`config.mk`:
```
export PLATFORM = sky130hd
export DESIGN_NAME = arcade_input_mapper
export DESIGN_NICKNAME = d
export VERILOG_FILES = /design/src/rtl/arcade_input_pkg.sv /design/src/rtl/arcade_input_mapper_coin_pulser.sv /design/src/rtl/arcade_input_mapper.sv
export SDC_FILE = /design/constraint.sdc
export NUM_CORES = 1
export LEC_CHECK = 0
export ABC_CLOCK_PERIOD_IN_PS = 2400
export BUFFER_PORTS_ARGS = -buffer_cell sky130_fd_sc_hd__buf_4
export CAP_MARGIN = 20
export CORE_UTILIZATION = 55
export DETAILED_ROUTE_END_ITERATION = 7
export GPL_ROUTABILITY_DRIVEN = 0
export PLACE_DENSITY = 0.81
export REMOVE_ABC_BUFFERS = 1
export SLEW_MARGIN = 20
export SYNTH_ARGS = -nofsm -noshare
export SYNTH_HDL_FRONTEND = slang
export SYNTH_SLANG_ARGS = --single-unit
```
`constraint.sdc`:
```
create_clock -name clk_sys -period 2.4 [get_ports clk_sys]
set_input_delay 0.36 -clock clk_sys [delete_from_list [all_inputs] [get_ports clk_sys]]
set_output_delay 0.36 -clock clk_sys [all_outputs]
set_load 0.02 [all_outputs]
```
`src/rtl/arcade_input_pkg.sv`:
```
// Shared constants for the arcade input front end.
// Contents: key-latch indices, PS/2 scan codes as {extended, code},
// joystick bit positions, rotate encodings, direction bit order
// {up,down,left,right}, the coin FSM state type, and small helpers for
// scan-code decode, rotation and opposing-direction cleaning.
package arcade_input_pkg;

  // Key latch indices
  localparam int unsigned KeyP0Up    = 0;
  localparam int unsigned KeyP0Down  = 1;
  localparam int unsigned KeyP0Left  = 2;
  localparam int unsigned KeyP0Right = 3;
  localparam int unsigned KeyP0FireA = 4;   // space
  localparam int unsigned KeyP0FireB = 5;   // left ctrl
  localparam int unsigned KeyP0Start = 6;
  localparam int unsigned KeyP1Up    = 7;
  localparam int unsigned KeyP1Down  = 8;
  localparam int unsigned KeyP1Left  = 9;
  localparam int unsigned KeyP1Right = 10;
  localparam int unsigned KeyP1Fire  = 11;
  localparam int unsigned KeyP1Start = 12;
  localparam int unsigned KeyP2Start = 13;
  localparam int unsigned KeyP3Start = 14;
  localparam int unsigned KeyCoin0   = 15;
  localparam int unsigned KeyCoin1   = 16;
  localparam int unsigned NumKeys    = 17;

  // Scan codes, bit 8 is the E0 extended flag
  localparam logic [8:0] ScP0Up    = 9'h175;
  localparam logic [8:0] ScP0Down  = 9'h172;
  localparam logic [8:0] ScP0Left  = 9'h16B;
  localparam logic [8:0] ScP0Right = 9'h174;
  localparam logic [8:0] ScP0FireA = 9'h029;
  localparam logic [8:0] ScP0FireB = 9'h014;
  localparam logic [8:0] ScP0Start = 9'h005;
  localparam logic [8:0] ScP1Up    = 9'h02D;
  localparam logic [8:0] ScP1Down  = 9'h02B;
  localparam logic [8:0] ScP1Left  = 9'h023;
  localparam logic [8:0] ScP1Right = 9'h034;
  localparam logic [8:0] ScP1Fire  = 9'h01C;
  localparam logic [8:0] ScP1Start = 9'h006;
  localparam logic [8:0] ScP2Start = 9'h004;
  localparam logic [8:0] ScP3Start = 9'h00C;
  localparam logic [8:0] ScCoin0   = 9'h02E;
  localparam logic [8:0] ScCoin1   = 9'h036;

  // Joystick bit positions within a 16-bit player slice
  localparam int unsigned JoyRight = 0;
  localparam int unsigned JoyLeft  = 1;
  localparam int unsigned JoyDown  = 2;
  localparam int unsigned JoyUp    = 3;
  localparam int unsigned JoyFire  = 4;
  localparam int unsigned JoyStart = 5;
  localparam int unsigned JoyCoin  = 7;

  // Rotate encodings
  localparam logic [1:0] RotNone  = 2'd0;
  localparam logic [1:0] RotCw90  = 2'd1;
  localparam logic [1:0] Rot180   = 2'd2;
  localparam logic [1:0] RotCcw90 = 2'd3;

  // Direction tuple bit order {up,down,left,right}
  localparam int unsigned DirRight = 0;
  localparam int unsigned DirLeft  = 1;
  localparam int unsigned DirDown  = 2;
  localparam int unsigned DirUp    = 3;

  typedef enum logic [1:0] {StIdle, StPulse, StWaitRel} coin_state_e;

  // One-hot latch select for a scan code; unknown codes give zero
  function automatic logic [NumKeys-1:0] key_decode(input logic [8:0] sc);
    logic [NumKeys-1:0] m;
    m = '0;
    case (sc)
      ScP0Up:    m[KeyP0Up]    = 1'b1;
      ScP0Down:  m[KeyP0Down]  = 1'b1;
      ScP0Left:  m[KeyP0Left]  = 1'b1;
      ScP0Right: m[KeyP0Right] = 1'b1;
      ScP0FireA: m[KeyP0FireA] = 1'b1;
      ScP0FireB: m[KeyP0FireB] = 1'b1;
      ScP0Start: m[KeyP0Start] = 1'b1;
      ScP1Up:    m[KeyP1Up]    = 1'b1;
      ScP1Down:  m[KeyP1Down]  = 1'b1;
      ScP1Left:  m[KeyP1Left]  = 1'b1;
      ScP1Right: m[KeyP1Right] = 1'b1;
      ScP1Fire:  m[KeyP1Fire]  = 1'b1;
      ScP1Start: m[KeyP1Start] = 1'b1;
      ScP2Start: m[KeyP2Start] = 1'b1;
      ScP3Start: m[KeyP3Start] = 1'b1;
      ScCoin0:   m[KeyCoin0]   = 1'b1;
      ScCoin1:   m[KeyCoin1]   = 1'b1;
      default:   m = '0;
    endcase
    return m;
  endfunction

  function automatic logic [3:0] rotate_dir(input logic [3:0] d, input logic [1:0] rot);
    logic u, dn, l, r;
    u  = d[DirUp];
    dn = d[DirDown];
    l  = d[DirLeft];
    r  = d[DirRight];
    case (rot)
      RotCw90:  return {l, r, dn, u};
      Rot180:   return {dn, u, r, l};
      RotCcw90: return {r, l, u, dn};
      default:  return d;
    endcase
  endfunction

  // Opposing pairs cancel so the core never sees an impossible stick
  function automatic logic [3:0] clean_dir(input logic [3:0] d);
    logic [3:0] o;
    o = d;
    if (d[DirUp] && d[DirDown]) begin
      o[DirUp]   = 1'b0;
      o[DirDown] = 1'b0;
    end
    if (d[DirLeft] && d[DirRight]) begin
      o[DirLeft]  = 1'b0;
      o[DirRight] = 1'b0;
    end
    return o;
  endfunction

endpackage

```
`src/rtl/arcade_input_mapper_coin_pulser.sv`:
```
// Fixed-length coin pulse generator.
// Ports: clk_i system clock; reset_i synchronous active-high reset;
//        coin_req_i level coin request; coin_out_o registered pulse,
//        high for exactly COIN_PULSE cycles per request edge.
// A held request fires once; it must drop before another pulse can start.
module coin_pulser
  import arcade_input_pkg::*;
#(
  parameter int unsigned COIN_PULSE = 2400000
) (
  input  logic clk_i,
  input  logic reset_i,
  input  logic coin_req_i,
  output logic coin_out_o
);

  localparam int unsigned CntW = $clog2(COIN_PULSE);
  localparam logic [CntW-1:0] CntLast = CntW'(COIN_PULSE - 1);

  coin_state_e     state_q, state_d;
  logic [CntW-1:0] cnt_q, cnt_d;
  logic            coin_q, coin_d;
  logic            prev_req_q, prev_req_d;

  always_comb begin
    state_d    = state_q;
    cnt_d      = cnt_q;
    coin_d     = coin_q;
    prev_req_d = coin_req_i;
    unique case (state_q)
      StIdle: begin
        if (coin_req_i && !prev_req_q) begin
          coin_d  = 1'b1;
          cnt_d   = CntLast;
          state_d = StPulse;
        end
      end
      StPulse: begin
        if (cnt_q == '0) begin
          coin_d  = 1'b0;
          state_d = StWaitRel;
        end else begin
          cnt_d = cnt_q - 1'b1;
        end
      end
      StWaitRel: begin
        if (!coin_req_i) state_d = StIdle;
      end
      default: state_d = StIdle;
    endcase
  end

  always_ff @(posedge clk_i) begin
    if (reset_i) begin
      state_q    <= StIdle;
      cnt_q      <= '0;
      coin_q     <= 1'b0;
      prev_req_q <= 1'b1;  // a request still held through reset must be released first
    end else begin
      state_q    <= state_d;
      cnt_q      <= cnt_d;
      coin_q     <= coin_d;
      prev_req_q <= prev_req_d;
    end
  end

  assign coin_out_o = coin_q;

endmodule

```
`src/rtl/arcade_input_mapper.sv`:
```
// Player-input front end: PS/2 key latches merged with joysticks, rotated,
// cleaned of opposing directions, with autofire and a coin pulse.
// Ports: clk_sys clock; reset sync active-high; ps2_key {toggle,pressed,
//        ext,code}; joystick 16 bits/player; rotate 0/90/180/270;
//        autofire_en per player; p_dir {U,D,L,R}/player; p_fire; p_start;
//        coin_out. All outputs are registered.
module arcade_input_mapper
  import arcade_input_pkg::*;
#(
  parameter int unsigned PLAYERS    = 2,
  parameter int unsigned COIN_PULSE = 2400000,
  parameter int unsigned AF_HALF    = 800000,
  parameter bit          START_COIN = 1'b0
) (
  input  logic                    clk_sys,
  input  logic                    reset,
  input  logic [10:0]             ps2_key,
  input  logic [16*PLAYERS-1:0]   joystick,
  input  logic [1:0]              rotate,
  input  logic [PLAYERS-1:0]      autofire_en,
  output logic [4*PLAYERS-1:0]    p_dir,
  output logic [PLAYERS-1:0]      p_fire,
  output logic [PLAYERS-1:0]      p_start,
  output logic                    coin_out
);

  localparam int unsigned AfW = $clog2(AF_HALF);
  localparam logic [AfW-1:0] AfLast = AfW'(AF_HALF - 1);

  logic               old_toggle_q, old_toggle_d;
  logic [NumKeys-1:0] key_q, key_d, key_hit;
  logic [AfW-1:0]     af_cnt_q, af_cnt_d;
  logic               af_phase_q, af_phase_d;
  logic [4*PLAYERS-1:0] p_dir_q, p_dir_d;
  logic [PLAYERS-1:0] p_fire_q, p_fire_d, p_start_q, p_start_d;
  logic [3:0][3:0]    kb_dir;    // sized for 4 players so indexing is always in range
  logic [3:0]         kb_fire, kb_start;
  logic [15:0]        joy;
  logic [3:0]         raw_dir;
  logic               fire_raw, start_raw, any_start, coin_req;
  logic [PLAYERS-1:0] unused_joy_bits;

  // Key event: toggle differs from the last seen value
  always_comb begin
    old_toggle_d = ps2_key[10];
    key_hit      = (ps2_key[10] != old_toggle_q) ? key_decode(ps2_key[8:0]) : '0;
    key_d        = (key_q & ~key_hit) | (key_hit & {NumKeys{ps2_key[9]}});
  end

  always_comb begin
    kb_dir   = '0;
    kb_fire  = '0;
    kb_start = '0;
    kb_dir[0]   = {key_q[KeyP0Up], key_q[KeyP0Down], key_q[KeyP0Left], key_q[KeyP0Right]};
    kb_fire[0]  = key_q[KeyP0FireA] | key_q[KeyP0FireB];
    kb_start[0] = key_q[KeyP0Start];
    kb_dir[1]   = {key_q[KeyP1Up], key_q[KeyP1Down], key_q[KeyP1Left], key_q[KeyP1Right]};
    kb_fire[1]  = key_q[KeyP1Fire];
    kb_start[1] = key_q[KeyP1Start];
    kb_start[2] = key_q[KeyP2Start];
    kb_start[3] = key_q[KeyP3Start];
  end

  always_comb begin
    p_dir_d         = '0;
    p_fire_d        = '0;
    p_start_d       = '0;
    joy             = '0;
    raw_dir         = '0;
    fire_raw        = 1'b0;
    start_raw       = 1'b0;
    any_start       = 1'b0;
    coin_req        = key_q[KeyCoin0] | key_q[KeyCoin1];
    unused_joy_bits = '0;
    for (int unsigned p = 0; p < PLAYERS; p++) begin
      joy       = joystick[16*p +: 16];
      raw_dir   = kb_dir[p] | joy[JoyUp:JoyRight];
      fire_raw  = kb_fire[p] | joy[JoyFire];
      start_raw = kb_start[p] | joy[JoyStart];
      p_dir_d[4*p +: 4] = clean_dir(rotate_dir(raw_dir, rotate));
      p_fire_d[p]  = fire_raw & (autofire_en[p] ? af_phase_q : 1'b1);
      p_start_d[p] = start_raw;
      any_start    = any_start | start_raw;
      coin_req     = coin_req | joy[JoyCoin];
      unused_joy_bits[p] = ^{joy[15:8], joy[6]};
    end
    coin_req = coin_req | (START_COIN & any_start);
  end

  // Shared autofire phase, inverted once per AF_HALF cycles
  always_comb begin
    af_cnt_d   = (af_cnt_q == AfLast) ? '0 : af_cnt_q + 1'b1;
    af_phase_d = af_phase_q ^ (af_cnt_q == AfLast);
  end

  always_ff @(posedge clk_sys) begin
    if (reset) begin
      old_toggle_q <= ps2_key[10];  // swallow whatever toggle level is present at reset
      key_q        <= '0;
      af_cnt_q     <= '0;
      af_phase_q   <= 1'b1;
      p_dir_q      <= '0;
      p_fire_q     <= '0;
      p_start_q    <= '0;
    end else begin
      old_toggle_q <= old_toggle_d;
      key_q        <= key_d;
      af_cnt_q     <= af_cnt_d;
      af_phase_q   <= af_phase_d;
      p_dir_q      <= p_dir_d;
      p_fire_q     <= p_fire_d;
      p_start_q    <= p_start_d;
    end
  end

  coin_pulser #(
    .COIN_PULSE(COIN_PULSE)
  ) u_coin_pulser (
    .clk_i     (clk_sys),
    .reset_i   (reset),
    .coin_req_i(coin_req),
    .coin_out_o(coin_out)
  );

  assign p_dir   = p_dir_q;
  assign p_fire  = p_fire_q;
  assign p_start = p_start_q;

endmodule

```
==> flow_summary.yaml, run 1 <==
clock_tree:
  path_clk_slew_ns: 0.09
  insertion_delay_ns: 0.36
  postCtsSetupBuffers: 0
  cts_tree: "yes"
  cts_sinks: 75
  cts_root_buf: "clkbuf_8"
  h-tree-depth: 3
  numCtsBuffers: 9
  cts-resized-gates: 0
  hold_buffers: 0
  cts.path.max_buffers: 2
drt:
  vias: 3022
  viasPerCell: 5.82
  first_pass_iters: 4
  routed_wl_um: 6950
  ant_nets: 0
  post_drt_wl_per_cell_um: 13.4
  drt_iter0_drc: 169
  drc_errors: 0
synth:
  yosys_most_used_dff: "dfxtp_1"
  synth-async-reset-ratio_pct: 0
  ys.warnings.count: 0
  syn_inst: 397
  synth.cell_area_um2: 3480
  ys_ff_latch: 75
  synth_edf_count: 0
  syn_area_per_cell_um2: 8.77
  ys_seq_area_share_pct: 43.1
  synth_cell_types: 49
floorplan:
  die_w_um: 81.6
  core_area_um2: 6030
  start_util_pct: 57.8
  rows: 28
  die_area_um2: 6650
  num_io_pins: 62
  die_h_um: 81.6
placed_design:
  port_buffers: 43
  placed_cells: 503
  dp_hpwl_um: 4790
sta:
  hold_violations: 0
  fin_skew_ns: 0.0120
  holdWs_ns: 0.120
  drv_slew: 0
  fmax_mhz: 463
  setup_viol: 0
  tns_ns: 0
  rsz0062_at_grt: "no"
  max-slew-margin-rel_pct: 46.6
  period_needed_ns: 2.16
  tightest_slew_ns: 0.797
  fin_crit_sh_pct: 90.0
setup_path:
  critical_path_arrival_ns: 2.43
  endpoint_kind: "flip-flop"
  path_max_fanout: 9
  path_class: "flip-flop to flip-flop"
  worstPathRequired_ns: 2.67
  worst_setup_path_start_kind: "flip-flop"
run_status:
  status: "completed"
grt:
  grt_antenna_before_repair: 0
  grt.overflow.total: 0
  grt_max_degree: 55
  track_usage_pct: 22.9
  grt_pass1_wl_um: 11800
  first_global_vias: 2743
pwr:
  powerDensity_nw_per_um2: 664
  ir_worst_vdd_v: 0.000496
  power_leakage_uw: 0.00165
worst_hold_path:
  hold_class: "input pin to flip-flop"
final_layout:
  final_common_cell: "dfxtp_1"
  nFillCells: 497
  syn_to_final_growth_pct: 16.4
  layout_common_cells: "dfxtp_1 (75), nor2_1 (64), buf_4 (50)"
  drive_gt1_share_pct: 16.2
  final_core_util_pct: 67.2
  diodes: 0
  num-nets-final: 490
  fin_cells: 519
job:
  drv_cap: 0
[cells in the mapped netlist (6+ instances only)]
library cell  instances  area, µm²
xnor2_1               9       78.8
or4_1                 7       52.6
nand2b_1              9       56.3
dfxtp_1              75       1500
nand3_1              20        100
a21oi_1              19       95.1
a31oi_1               7       43.8
or3_1                 8       50.1
clkbuf_1             14       52.6
nand4_1               9       56.3
nand4b_1              6       52.6
nor3_1               20        100
nand2_1              12       45.0
xor2_1               18        158
mux2i_1              25        250
nor2_1               64        240
nor3b_1               9       67.6
nor4_1               11       68.8
[cells by family (layout without fill, tap and decap cells)]
kind of cell    count (synthesis)  count (layout)  synth area share (%)
simple gates                  198             198                  30.9
flops                          75              75                  43.1
compound gates                 46              46                  8.30
xor+xnor                       27              27                  6.79
mux                            25              25                  7.19
buf+inv                        24              71                  2.98
fa+ha+maj                       2               2                 0.719
[worst max-delay path, stage by stage (launching register included)]
cell	delay [ns]
dfxtp_1	0.39
inv_1	0.06
ha_1	0.20
or4b_1	0.25
nor3_2	0.07
a31oi_1	0.62
nand3_1	0.22
o31ai_1	0.26
[per-layer routing]
layer  wire (µm)  vias to the layer above  global-route usage [%]
li1            -                     1529                       -
met1        3300                     1395                    29.6
met2        3120                       87                    36.9
met3         445                       11                    5.78
met4          89                        0                    8.04
met5           0                        -                       0
[final cells by class]
type	count	area (µm²)	area share, %
Multi-Input combinational cell	298	1880	46.3
Sequential cell	75	1500	37.1
Timing Repair Buffer	50	375	9.26
Clock buffer	9	124	3.06
Tap cell	75	93.8	2.32
Clock inverter	7	62.6	1.54
Inverter	5	18.8	0.463
[final timing paths]
path | from | end | slack (ns) | depth (start not counted)
min | ps2_key[10] | old_toggle_q$_DFF_P_ | 0.12 | 1
min reg2reg | af_cnt_q[0]$_SDFF_PP0_ | af_cnt_q[0]$_SDFF_PP0_ | 0.45 | 1
max reg2reg | u_coin_pulser.cnt_q[0]$_SDFFE_PP0P_ | u_coin_pulser.cnt_q[17]$_SDFFE_PP0P_ | 0.24 | 7
max | u_coin_pulser.cnt_q[0]$_SDFFE_PP0P_ | u_coin_pulser.cnt_q[17]$_SDFFE_PP0P_ | 0.24 | 7
[where the power goes]
group          internal, µW  total, µW  switching [µW]
logic                   182        434             253
registers              1290       1330            39.7
clock network           400        925             525
[per-stage QoR]
stage / power, µW / area, µm² / worst slack [ns]
floorplan: 1620 / 3400 / 0.421
global placement: 1780 / 3860 / 0.305
detailed placement: 1790 / 3860 / 0.289
CTS: 2710 / 4050 / 0.263
global route: 2830 / 4050 / 0.0864
finish: 2690 / 4050 / 0.239
Power figures use the tool's default switching activity.
==> inputs of run 2 (changes only) <==
ABC_CLOCK_PERIOD_IN_PS = 2600   (was 2400)
CORE_UTILIZATION = 60   (was 55)
CTS_CLUSTER_SIZE = 30   (was not set)
PLACE_DENSITY = 0.87   (was 0.81)
clock period = 2.6 ns   (was 2.4 ns; I/O delays follow)
==> flow_summary.yaml, run 2 (synthesis results as in run 1) <==
run_status:
  status: "completed"
sta:
  tns_ns: 0
  setup_viol: 0
  max-slew-margin-rel_pct: 43.8
  fin_crit_sh_pct: 89.2
  holdWs_ns: 0.160
  period_needed_ns: 2.32
  drv_slew: 0
  tightest_slew_ns: 0.835
  hold_violations: 0
  fin_skew_ns: 0.00951
  rsz0062_at_grt: "no"
  fmax_mhz: 431
grt:
  grt.overflow.total: 0
  grt_max_degree: 55
  grt_pass1_wl_um: 12700
  track_usage_pct: 26.3
  first_global_vias: 2779
  grt_antenna_before_repair: 0
pwr:
  powerDensity_nw_per_um2: 639
  power_uw: 2580
  ir_worst_vdd_v: 0.000376
  power_leakage_uw: 0.00164
setup_path:
  worst_setup_path_start_kind: "flip-flop"
  worstPathRequired_ns: 2.86
  r2r_start: "u_coin_pulser.cnt_q[0]$_SDFFE_PP0P_"
  endpoint_kind: "flip-flop"
  crit_chain: "inv_1 > ha_1 > or4b_1 > nor3_2 > a31o_2 > o21ai_0 > a31oi_1"
  critical_path_arrival_ns: 2.58
  path_max_fanout: 15
  crit_path_max_incr_delay_ns: 0.65
  reg2reg_slack_ns: 0.28
  critPathSlowestCell: "or4b_1"
  cp-startpoint: "u_coin_pulser.cnt_q[0]$_SDFFE_PP0P_"
  path_class: "flip-flop to flip-flop"
floorplan:
  die_h_um: 78.2
  die_w_um: 78.2
  die_area_um2: 6110
  core_area_um2: 5540
  start_util_pct: 62.8
  rows: 27
  num_io_pins: 62
clock_tree:
  numCtsBuffers: 9
  path_clk_slew_ns: 0.07
  cts_tree: "yes"
  postCtsSetupBuffers: 0
  h-tree-depth: 3
  cts.path.max_buffers: 2
  insertion_delay_ns: 0.34
  cts_sinks: 75
  hold_buffers: 0
  cts_root_buf: "clkbuf_8"
  cts-resized-gates: 0
final_layout:
  layout_common_cells: "dfxtp_1 (75), nor2_1 (64), buf_4 (45)"
  nFillCells: 434
  final_common_cell: "dfxtp_1"
  syn_to_final_growth_pct: 16.1
  num-nets-final: 485
  diodes: 0
  drive_gt1_share_pct: 15.3
drt:
  vias: 3069
  viasPerCell: 6.02
  drc_errors: 0
  drt_iter0_drc: 202
  ant_nets: 0
  first_pass_iters: 5
  post_drt_wl_per_cell_um: 14.8
  routed_wl_um: 7570
placed_design:
  dp_hpwl_um: 5040
  port_buffers: 43
worst_hold_path:
  hold_start: "ps2_key[10]"
  hold_class: "input pin to flip-flop"
job:
  drv_cap: 0
==> run 2: worst max-delay path, delay by kind of cell, from the launching register on <==
family	cells	cell delay, ns
AND/OR/NAND/NOR	2	0.92
buffers and inverters	1	0.07
adder cells (fa/ha/maj)	1	0.16
flip-flops	1	0.35
AO/OA/AOI/OAI	3	0.72
==> run 2: per-layer routing <==
metal  share of wire, %  global-route usage, %  routed length (µm)
met2                 47                   43.4                3590
met1                 44                   33.1                3370
met3                6.9                   7.44                 526
met4                1.2                   8.15                  91
met5                  0                      0                   0
==> run 2: worst paths after layout <==
check / end / cells after the start
setup / recovery: u_coin_pulser.cnt_q[5]$_SDFFE_PP0P_ / 7
hold reg to reg: af_cnt_q[0]$_SDFF_PP0_ / 1
setup reg to reg: u_coin_pulser.cnt_q[5]$_SDFFE_PP0P_ / 7
hold / removal: old_toggle_q$_DFF_P_ / 1
==> run 2: stage by stage <==
step	cell area, µm²	setup slack, ns	utilization (%)	std cells
after floorplan	3400	0.621	-	378
after global placement	3820	0.380	69.0	495
after detailed placement	3820	0.277	69.0	495
after CTS	4030	0.234	72.7	510
after global routing	4040	0.135	73.0	510
final	4040	0.280	73.0	510
==> run 2: power breakdown <==
group / switching, µW / total, µW / leakage (µW) / internal, µW
clock network: 413 / 946 / 0.000106 / 534
registers: 39.0 / 1230 / 0.000610 / 1190
logic: 246 / 406 / 0.000925 / 160
total: 698 / 2580 / 0.00164 / 1890
==> run 2: final cells by class <==
class,instances,area (µm²),share of cell area (%)
Timing Repair Buffer,45,338,8.36
Sequential cell,75,1500,37.1
Multi-Input combinational cell,298,1890,46.7
Clock inverter,5,78.8,1.95
Inverter,5,18.8,0.464
Tap cell,72,90.1,2.23
Clock buffer,10,128,3.16
